File: src/rtl/clk_div_pkg.sv
// rtl/clk_div_pkg.sv - shared FSM encoding and phase-length helpers for clk_div_prog
// Honours CLK_DIV_ODD50_EN (odd ratios split short-high/long-low for the half-cycle stretch).
package clk_div_pkg;

    localparam logic [1:0] ST_IDLE_ENC = 2'd0;
    localparam logic [1:0] ST_HIGH_ENC = 2'd1;
    localparam logic [1:0] ST_LOW_ENC  = 2'd2;

    typedef enum logic [1:0] {
        ST_IDLE = ST_IDLE_ENC,
        ST_HIGH = ST_HIGH_ENC,
        ST_LOW  = ST_LOW_ENC
    } state_t;

    localparam int MIN_DIV = 2;

`ifdef CLK_DIV_ODD50_EN
    localparam bit ODD50 = 1'b1;
`else
    localparam bit ODD50 = 1'b0;
`endif

    // LOW always takes the remainder so the period is exactly N in both variants.
    function automatic logic [31:0] phase_high(input logic [31:0] n, input bit odd50);
        return odd50 ? (n >> 1) : (n - (n >> 1));
    endfunction

    function automatic logic [31:0] phase_low(input logic [31:0] n, input bit odd50);
        return n - phase_high(n, odd50);
    endfunction

endpackage

File: src/rtl/clk_div_phase_cnt.sv
// rtl/clk_div_phase_cnt.sv - loadable down-counter with terminal-count flag
module clk_div_phase_cnt #(
    parameter int DIV_W = 8
) (
    input  logic             clk,
    input  logic             rst,
    input  logic             load,
    input  logic [DIV_W-1:0] load_val,
    output logic             tc
);

    logic [DIV_W-1:0] cnt;

    always_ff @(posedge clk or posedge rst) begin
        if (rst) begin
            cnt <= '0;
        end else if (load) begin
            cnt <= load_val;
        end else if (cnt != '0) begin
            cnt <= cnt - DIV_W'(1);
        end
    end

    assign tc = (cnt == '0);

endmodule

File: src/rtl/clk_div_prog.sv
// rtl/clk_div_prog.sv - runtime-programmable integer clock divider
// CLK_DIV_ODD50_EN adds a negedge stretch flop giving 50 % duty on odd ratios.
module clk_div_prog
    import clk_div_pkg::*;
#(
    parameter int DIV_W       = 8,
    parameter int DIV_DEFAULT = 2
) (
    input  logic             clk,
    input  logic             rst,
    input  logic             en,
    input  logic [DIV_W-1:0] div_in,
    input  logic             div_load,
    output logic             clk_out,
    output logic             tick,
    output logic             div_pending,
    output logic             load_err
);

    state_t           state;
    logic [DIV_W-1:0] div_act;
    logic [DIV_W-1:0] div_pend;
    logic [DIV_W-1:0] n_next;
    logic [DIV_W-1:0] cnt_val;
    logic             cnt_tc;
    logic             cnt_load;
    logic             boundary;
    logic             load_ok;
    logic             first_q;
    logic             hi_q;

    assign load_ok = div_load && (div_in >= DIV_W'(MIN_DIV));

    // A boundary is any entry into HIGH; that is the only point the divisor may change.
    always_comb begin
        boundary = en && ((state == ST_IDLE) || ((state == ST_LOW) && cnt_tc));
        n_next   = div_pending ? div_pend : div_act;
        cnt_load = boundary || ((state == ST_HIGH) && cnt_tc);
        if (boundary) begin
            cnt_val = DIV_W'(phase_high(32'(n_next), ODD50) - 32'd1);
        end else begin
            cnt_val = DIV_W'(phase_low(32'(div_act), ODD50) - 32'd1);
        end
    end

    clk_div_phase_cnt #(
        .DIV_W(DIV_W)
    ) u_phase_cnt (
        .clk      (clk),
        .rst      (rst),
        .load     (cnt_load),
        .load_val (cnt_val),
        .tc       (cnt_tc)
    );

    always_ff @(posedge clk or posedge rst) begin
        if (rst) begin
            state       <= ST_IDLE;
            div_act     <= DIV_W'(DIV_DEFAULT);
            div_pend    <= DIV_W'(DIV_DEFAULT);
            div_pending <= 1'b0;
            first_q     <= 1'b0;
            hi_q        <= 1'b0;
            tick        <= 1'b0;
            load_err    <= 1'b0;
        end else begin
            hi_q     <= (state == ST_HIGH);
            tick     <= first_q;
            first_q  <= boundary;
            load_err <= div_load && !load_ok;

            case (state)
                ST_IDLE: if (en)     state <= ST_HIGH;
                ST_HIGH: if (cnt_tc) state <= ST_LOW;
                ST_LOW:  if (cnt_tc) state <= en ? ST_HIGH : ST_IDLE;
                default:             state <= ST_IDLE;
            endcase

            if (boundary && div_pending) begin
                div_act <= div_pend;
            end
            // A load landing on the boundary cycle survives for the next boundary.
            if (load_ok) begin
                div_pend    <= div_in;
                div_pending <= 1'b1;
            end else if (boundary) begin
                div_pending <= 1'b0;
            end
        end
    end

`ifdef CLK_DIV_ODD50_EN
    logic q_neg;

    always_ff @(negedge clk or posedge rst) begin
        if (rst) begin
            q_neg <= 1'b0;
        end else begin
            q_neg <= hi_q & div_act[0];
        end
    end

    assign clk_out = hi_q | q_neg;
`else
    assign clk_out = hi_q;
`endif

endmodule

File: config.mk
export PLATFORM = sky130hd
export DESIGN_NAME = clk_div_prog
export DESIGN_NICKNAME = d
export VERILOG_FILES = /design/src/rtl/clk_div_pkg.sv /design/src/rtl/clk_div_phase_cnt.sv /design/src/rtl/clk_div_prog.sv
export SDC_FILE = /design/constraint.sdc
export NUM_CORES = 1
export LEC_CHECK = 0
export CELL_PAD_IN_SITES_DETAIL_PLACEMENT = 0
export CELL_PAD_IN_SITES_GLOBAL_PLACEMENT = 1
export CORE_AREA = 4 4 72 74
export DETAILED_ROUTE_END_ITERATION = 10
export DIE_AREA = 0 0 76 78
export GPL_ROUTABILITY_DRIVEN = 0
export PLACE_DENSITY_LB_ADDON = 0.08
export SLEW_MARGIN = 20
export SYNTH_ARGS = -nofsm -noshare
export SYNTH_HDL_FRONTEND = slang
export SYNTH_HIERARCHICAL = 1
export SYNTH_SLANG_ARGS = --single-unit
File: constraint.sdc
create_clock -name clk -period 6 [get_ports clk]
set_input_delay 0.9 -clock clk [delete_from_list [all_inputs] [get_ports clk]]
set_output_delay 0.9 -clock clk [all_outputs]
set_load 0.02 [all_outputs]
==> metrics, run 1 <==
H-Tree Depth 2; global-route wire length before repair 7750 um; gr usage total 16.2%; PostCTS Resize Cnt 0; Final Skew 0.00296 ns; R2R Setup Slk 2.90 ns; clock tree buffer depth 2; Avg WL per Cell 14.3 um; reg-to-reg endpoint u_phase_cnt/cnt[7]; ant diodes 0; number of synthesis warnings 6; DRT Wirelength 4350 um; nets@finish 278; worst-skew pair later-pin latency 0.28 ns; max-slew violations 0; CP startpoint kind flip-flop; initial drt markers 58; top cell type's share of synthesized area 34.6%; Final ANT Viol Nets 0; RR Startpoint u_phase_cnt/cnt[0]; DP Cell Count 297; Post-CTS Setup Bufs 0; Comb power frac 14.9%; core area 4600 um^2; switching power 0.121 mW; synth unique cells 50; syn nets 263; chip height 78 um; pwr dens 198 nW/um^2; hold endpoint tick; RSZ-0062 raised after global routing no; Period minus WS final 3.10 ns; vias in the first global route 1682; HP Class flip-flop to flip-flop; Die Wd 76 um; pin count of the biggest net entering global routing 24; CTS tree built; via total after detailed routing 1625; number of port buffers 15; Post-Syn Area 2100 um^2; Post-synth ARST share 100%; Worst Max-Slew Pin Slew 0.843 ns; Synth Register Bits 31; Final Util 51.9%; post-layout instance count excluding filler cells 305; Post-Syn Instances 235; first-pass iteration count of the detailed router 4; layout cells sized above 1 10.8%; Worst slew margin 43.8%; clk sinks 31; crit path DAT 3.26 ns; Net Sw Frac 25.6%; # setup viols final 0; status finished, final reports clean; CTS Hold Bufs 0; Detailed Place HPWL 3380 um; sequential power share 46.2%; Max IR drop VDD 0.000129 V; Top FF cell, synth dfrtp_1; initial antenna violation count 0; Synth-to-Final Area Change 14.0%; fin worst setup slack 2.90 ns; Lkg Pwr 1.11 nW; Hold Path Origin first_q; internal power 0.351 mW; number of max-cap violations 0; worst hold path cell count 0; pre-CTS setup slack 2.89 ns; post-route cell area 2390 um^2; CTS buffer count 5; drt via density 5.33; DRC 0; num ports 16; Die ar. 5930 um^2; Critical Path RT 6.17 ns; period utilization 51.6%; Hold Vio Cnt, Final 0; gr ovfl total 0; setup tns final 0 ns; placed inst area 2280 um^2; initial core utilization 45.6%; leading post-synthesis cells by cell area dfrtp_1 35%, ha_1 8.4%, nand2_1 7.7%; sequential-to-total area share from yosys stat 37.1%; Clk network pwr share 38.9%; Synth area leader dfrtp_1; Post-synth EDFFs 0; clock slew seen by the registers of the worst setup and hold paths 0.07 ns; Post-Syn Area per Cell 8.92 um^2; CTS root buf clkbuf_8; max frequency 323 MHz; critical path class flip-flop to flip-flop; Worst Setup End Kind flip-flop; maximum fanout along the worst path 18; Reg2Reg Depth 9; num rows 25
==> power by group through the flow <==
stage / registers [mW] / logic [mW] / clock network [mW]
2_1_floorplan: 0.221 / 0.0515 / 0
3_3_place_gp: 0.222 / 0.0706 / 0
3_5_place_dp: 0.222 / 0.0702 / 0
4_1_cts: 0.218 / 0.0718 / 0.190
5_1_grt: 0.219 / 0.0824 / 0.199
6_report: 0.218 / 0.0704 / 0.184
==> state kept, by name, indices dropped and copies added, names as in the netlist, 2 cells and up <==
register,cells
div_act,8
div_pend,8
u_phase_cnt/cnt,8
state,2
==> synthesized netlist by cell type, types with 3 or more instances <==
library cell  count
nor4b_1           3
o21a_1            8
o21ai_0           9
nor2_1           12
nor3_1            8
mux2i_1           5
clkbuf_1          4
mux2_2            9
nand2_1          43
dfrtp_1          29
nor2b_1           5
inv_1            22
xnor2_1           5
ha_1             14
nand2b_1          3
a21oi_1          11
o31ai_1           5
==> layout make-up <==
type | instances | area (um^2)
Tap cell | 54 | 67.6
Clock inverter | 1 | 7.51
Timing Repair Buffer | 15 | 150
Clock buffer | 7 | 96.3
Sequential cell | 31 | 778
Fill cell | 452 | 2210
Multi-Input combinational cell | 174 | 1200
Inverter | 23 | 86.3
==> through the flow <==
stage | hold slack (ns) | power (mW)
after global routing | 0.445 | 0.501
after CTS | 0.440 | 0.480
after detailed placement | 0.413 | 0.292
after floorplan | 0.331 | 0.272
after global placement | 0.417 | 0.293
final | 0.412 | 0.472
==> worst max-delay path by stage <==
stage,endpoint,slack [ns],depth (start not counted),start
2_1_floorplan,u_phase_cnt/cnt[6],3.23,13,u_phase_cnt/cnt[0]
4_1_cts,u_phase_cnt/cnt[7],2.89,9,u_phase_cnt/cnt[0]
3_5_place_dp,u_phase_cnt/cnt[7],2.89,9,u_phase_cnt/cnt[0]
3_3_place_gp,div_act[7],2.98,9,u_phase_cnt/cnt[0]
6_report,u_phase_cnt/cnt[7],2.90,9,u_phase_cnt/cnt[0]
5_1_grt,u_phase_cnt/cnt[7],2.65,9,u_phase_cnt/cnt[0]
==> cells by family after synthesis <==
| family | share of synthesized area, % |
|---|---|
| adders and majority gates | 10.3 |
| muxes | 7.94 |
| DFF | 37.1 |
| AOI/OAI and AO/OA | 16.1 |
| and+or+nand+nor | 20.1 |
| buffers and inverters | 5.49 |
| xor gates and xnor gates | 2.93 |
==> metal layers <==
| metal | share of wire (%) | global-route usage (%) | vias up | wire length [um] |
|---|---|---|---|---|
| li1 | - | - | 841 | - |
| met4 | 1.9 | 7.12 | 0 | 83 |
| met1 | 46 | 19.9 | 755 | 2020 |
| met2 | 49 | 27.3 | 22 | 2120 |
| met5 | 0 | 0 | - | 0 |
| met3 | 3.0 | 3.25 | 7 | 130 |
==> cell usage in the layout (no fill, tap or decap), types with 9 or more instances in the layout <==
cell type         n
ha_1             14
nand2_1          43
a21oi_1          11
o21ai_0           9
mux2_2            9
nor2_1           12
inv_1            22
clkdlybuf4s50_1  15
dfrtp_1          29
==> critical path, cell delays in order (launching register included) <==
cell and delay, ns:
dfrtp_1 0.41, inv_1 0.08, ha_1 0.22, or4b_1 0.60, nor2_2 0.25, nand2b_1 0.16, nand3b_2 0.31, nand2_1 0.51
nor3_1 0.10, a221o_1 0.33
No activity file was read; power rests on OpenSTA's default activity.
==> run 2, diff against run 1 <==
CORE_AREA = 4 4 74 76   (was 4 4 72 74)
DIE_AREA = 0 0 78 80   (was 0 0 76 78)
clock period = 3.05 ns   (was 6 ns; I/O delays follow)
==> metrics, run 2 (synthesis gave the netlist of run 1 again) <==
CP startpoint kind flip-flop (unchanged); max frequency 353 MHz (was 323 MHz); clock slew seen by the registers of the worst setup and hold paths 0.07 ns (about the same); Final Power 0.896 mW (was 0.472 mW); vias in the first global route 1594 (was 1682); pwr dens 370 nW/um^2 (was 198 nW/um^2); Hold Path Origin first_q (unchanged); biggest regs div_act: 8 flops, div_pend: 8 flops, u_phase_cnt/cnt: 8 flops (unchanged); crit path DAT 2.99 ns (was 3.26 ns); R2R Setup Slk 0.22 ns (was 2.90 ns); CTS buffer count 5 (unchanged); num ports 16 (unchanged); chip height 80 um (was 78 um); CP Launch Point u_phase_cnt/cnt[0] (unchanged); Period minus WS final 2.83 ns (was 3.10 ns); hold endpoint tick (unchanged); initial antenna violation count 0 (unchanged); Critical Path RT 3.21 ns (was 6.17 ns); HP Class flip-flop to flip-flop (unchanged); max layer used met4 (unchanged); critical path class flip-flop to flip-flop (unchanged); num rows 25 (unchanged); Clk network pwr share 36.6% (was 38.9%); Post-CTS Setup Bufs 0 (unchanged); worst-skew pair later-pin latency 0.28 ns (about the same); reg-to-reg endpoint div_act[3] (was u_phase_cnt/cnt[7]); # setup viols final 0 (unchanged); initial core utilization 44.4% (was 45.6%); Lkg Pwr 1.13 nW (was 1.11 nW); setup tns final 0 ns (unchanged); Hold Vio Cnt, Final 0 (unchanged); WL met2 1830 um (was 2120 um); RR Startpoint u_phase_cnt/cnt[0] (unchanged); placed inst area 2330 um^2 (was 2280 um^2); Final Skew 0.00656 ns (was 0.00296 ns); gr ovfl total 0 (unchanged); Max IR drop VDD 0.000227 V (was 0.000129 V); Worst Setup End Kind flip-flop (unchanged); post-route cell area 2420 um^2 (was 2390 um^2); internal power 0.668 mW (was 0.351 mW); Net Sw Frac 25.5% (was 25.6%); Comb power frac 15.4% (was 14.9%); clk sinks 31 (unchanged); CTS tree built (unchanged); max-slew violations 0 (unchanged); clock tree buffer depth 2 (unchanged); pin count of the biggest net entering global routing 24 (unchanged); Die ar. 6240 um^2 (was 5930 um^2); post-layout instance count excluding filler cells 322 (was 305); Detailed Place HPWL 3410 um (was 3380 um); initial drt markers 129 (was 58); Reg2Reg Depth 9 (unchanged); M1 WL 2410 um (was 2020 um); Worst Max-Slew Pin Slew 0.863 ns (was 0.843 ns); Synth-to-Final Area Change 15.6% (was 14.0%); maximum fanout along the worst path 18 (unchanged); first-pass iteration count of the detailed router 4 (unchanged); drt via density 5.10 (was 5.33); number of max-cap violations 0 (unchanged); most common cell after layout, fill and taps aside nand2_1 (unchanged); Die Wd 78 um (was 76 um); worst hold path cell count 0 (unchanged); status finished, final reports clean (unchanged); CTS root buf clkbuf_8 (unchanged); nets@finish 282 (was 278); sequential power share 48.0% (was 46.2%); switching power 0.228 mW (was 0.121 mW); layout cells sized above 1 11.8% (was 10.8%); Worst slew margin 42.4% (was 43.8%); global-route wire length before repair 7710 um (was 7750 um); period utilization 92.9% (was 51.6%); DP Cell Count 314 (was 297); Avg WL per Cell 13.6 um (was 14.3 um); met3 wire length 86 um (was 130 um); DRC 0 (unchanged); DRT Wirelength 4390 um (was 4350 um); H-Tree Depth 2 (unchanged); CTS Hold Bufs 0 (unchanged); number of port buffers 15 (unchanged); gr usage total 15.9% (was 16.2%); RSZ-0062 raised after global routing no (unchanged); PostCTS Resize Cnt 0 (unchanged); core area 4720 um^2 (was 4600 um^2); most frequent cells in the layout 43 x nand2_1, 29 x dfrtp_1, 22 x inv_1 (unchanged); Final ANT Viol Nets 0 (unchanged); ant diodes 0 (unchanged); via total after detailed routing 1641 (was 1625)
[run 2: cell type report]
type	count	area [um^2]
clock buffer	7	86.3
clock inverter	1	5.00
fill	452	2300
inverter	23	86.3
multi-input combinational	174	1200
sequential	31	778
tap	67	83.8
timing repair buffer	19	180
[run 2: worst max-delay path by stage]
stage	endpoint	slack, ns	cells past startpoint
after floorplan	u_phase_cnt/cnt[6]	0.28	13
after global placement	div_act[7]	0.31	9
after detailed placement	div_act[3]	0.22	9
after CTS	div_act[3]	0.21	9
after global routing	div_act[6]	0.001	9
final	div_act[3]	0.22	9
[run 2: metrics by stage]
stage / hold slack, ns / util (%) / worst slack, ns
4_1_cts: 0.409 / 51.3 / 0.207
6_report: 0.407 / 51.3 / 0.217
5_1_grt: 0.418 / 51.3 / 0.00115
2_1_floorplan: 0.273 / - / 0.280
3_3_place_gp: 0.394 / 49.4 / 0.313
3_5_place_dp: 0.378 / 49.4 / 0.222
[run 2: per-layer routing]
layer  up-vias  global-route usage, %
li1        855                      -
met1       760                   23.3
met2        20                   23.4
met3         6                   3.05
met4         0                   5.24
met5         -                      0
[run 2: power by group through the flow]
stage / logic [mW] / registers [mW] / clock network, mW
after detailed placement: 0.138 / 0.438 / 0
after global placement: 0.139 / 0.438 / 0
after CTS: 0.139 / 0.430 / 0.342
final: 0.138 / 0.430 / 0.328
after floorplan: 0.101 / 0.435 / 0
after global routing: 0.160 / 0.432 / 0.366
[run 2: critical path: stages, from the launching register on]
cell and delay [ns]:
dfrtp_1 0.40, inv_1 0.08, ha_1 0.22, or4b_1 0.50, nor2_2 0.14, nand2b_1 0.14, nand3b_2 0.31, clkinv_1 0.27
nand2_1 0.29, mux2_2 0.36
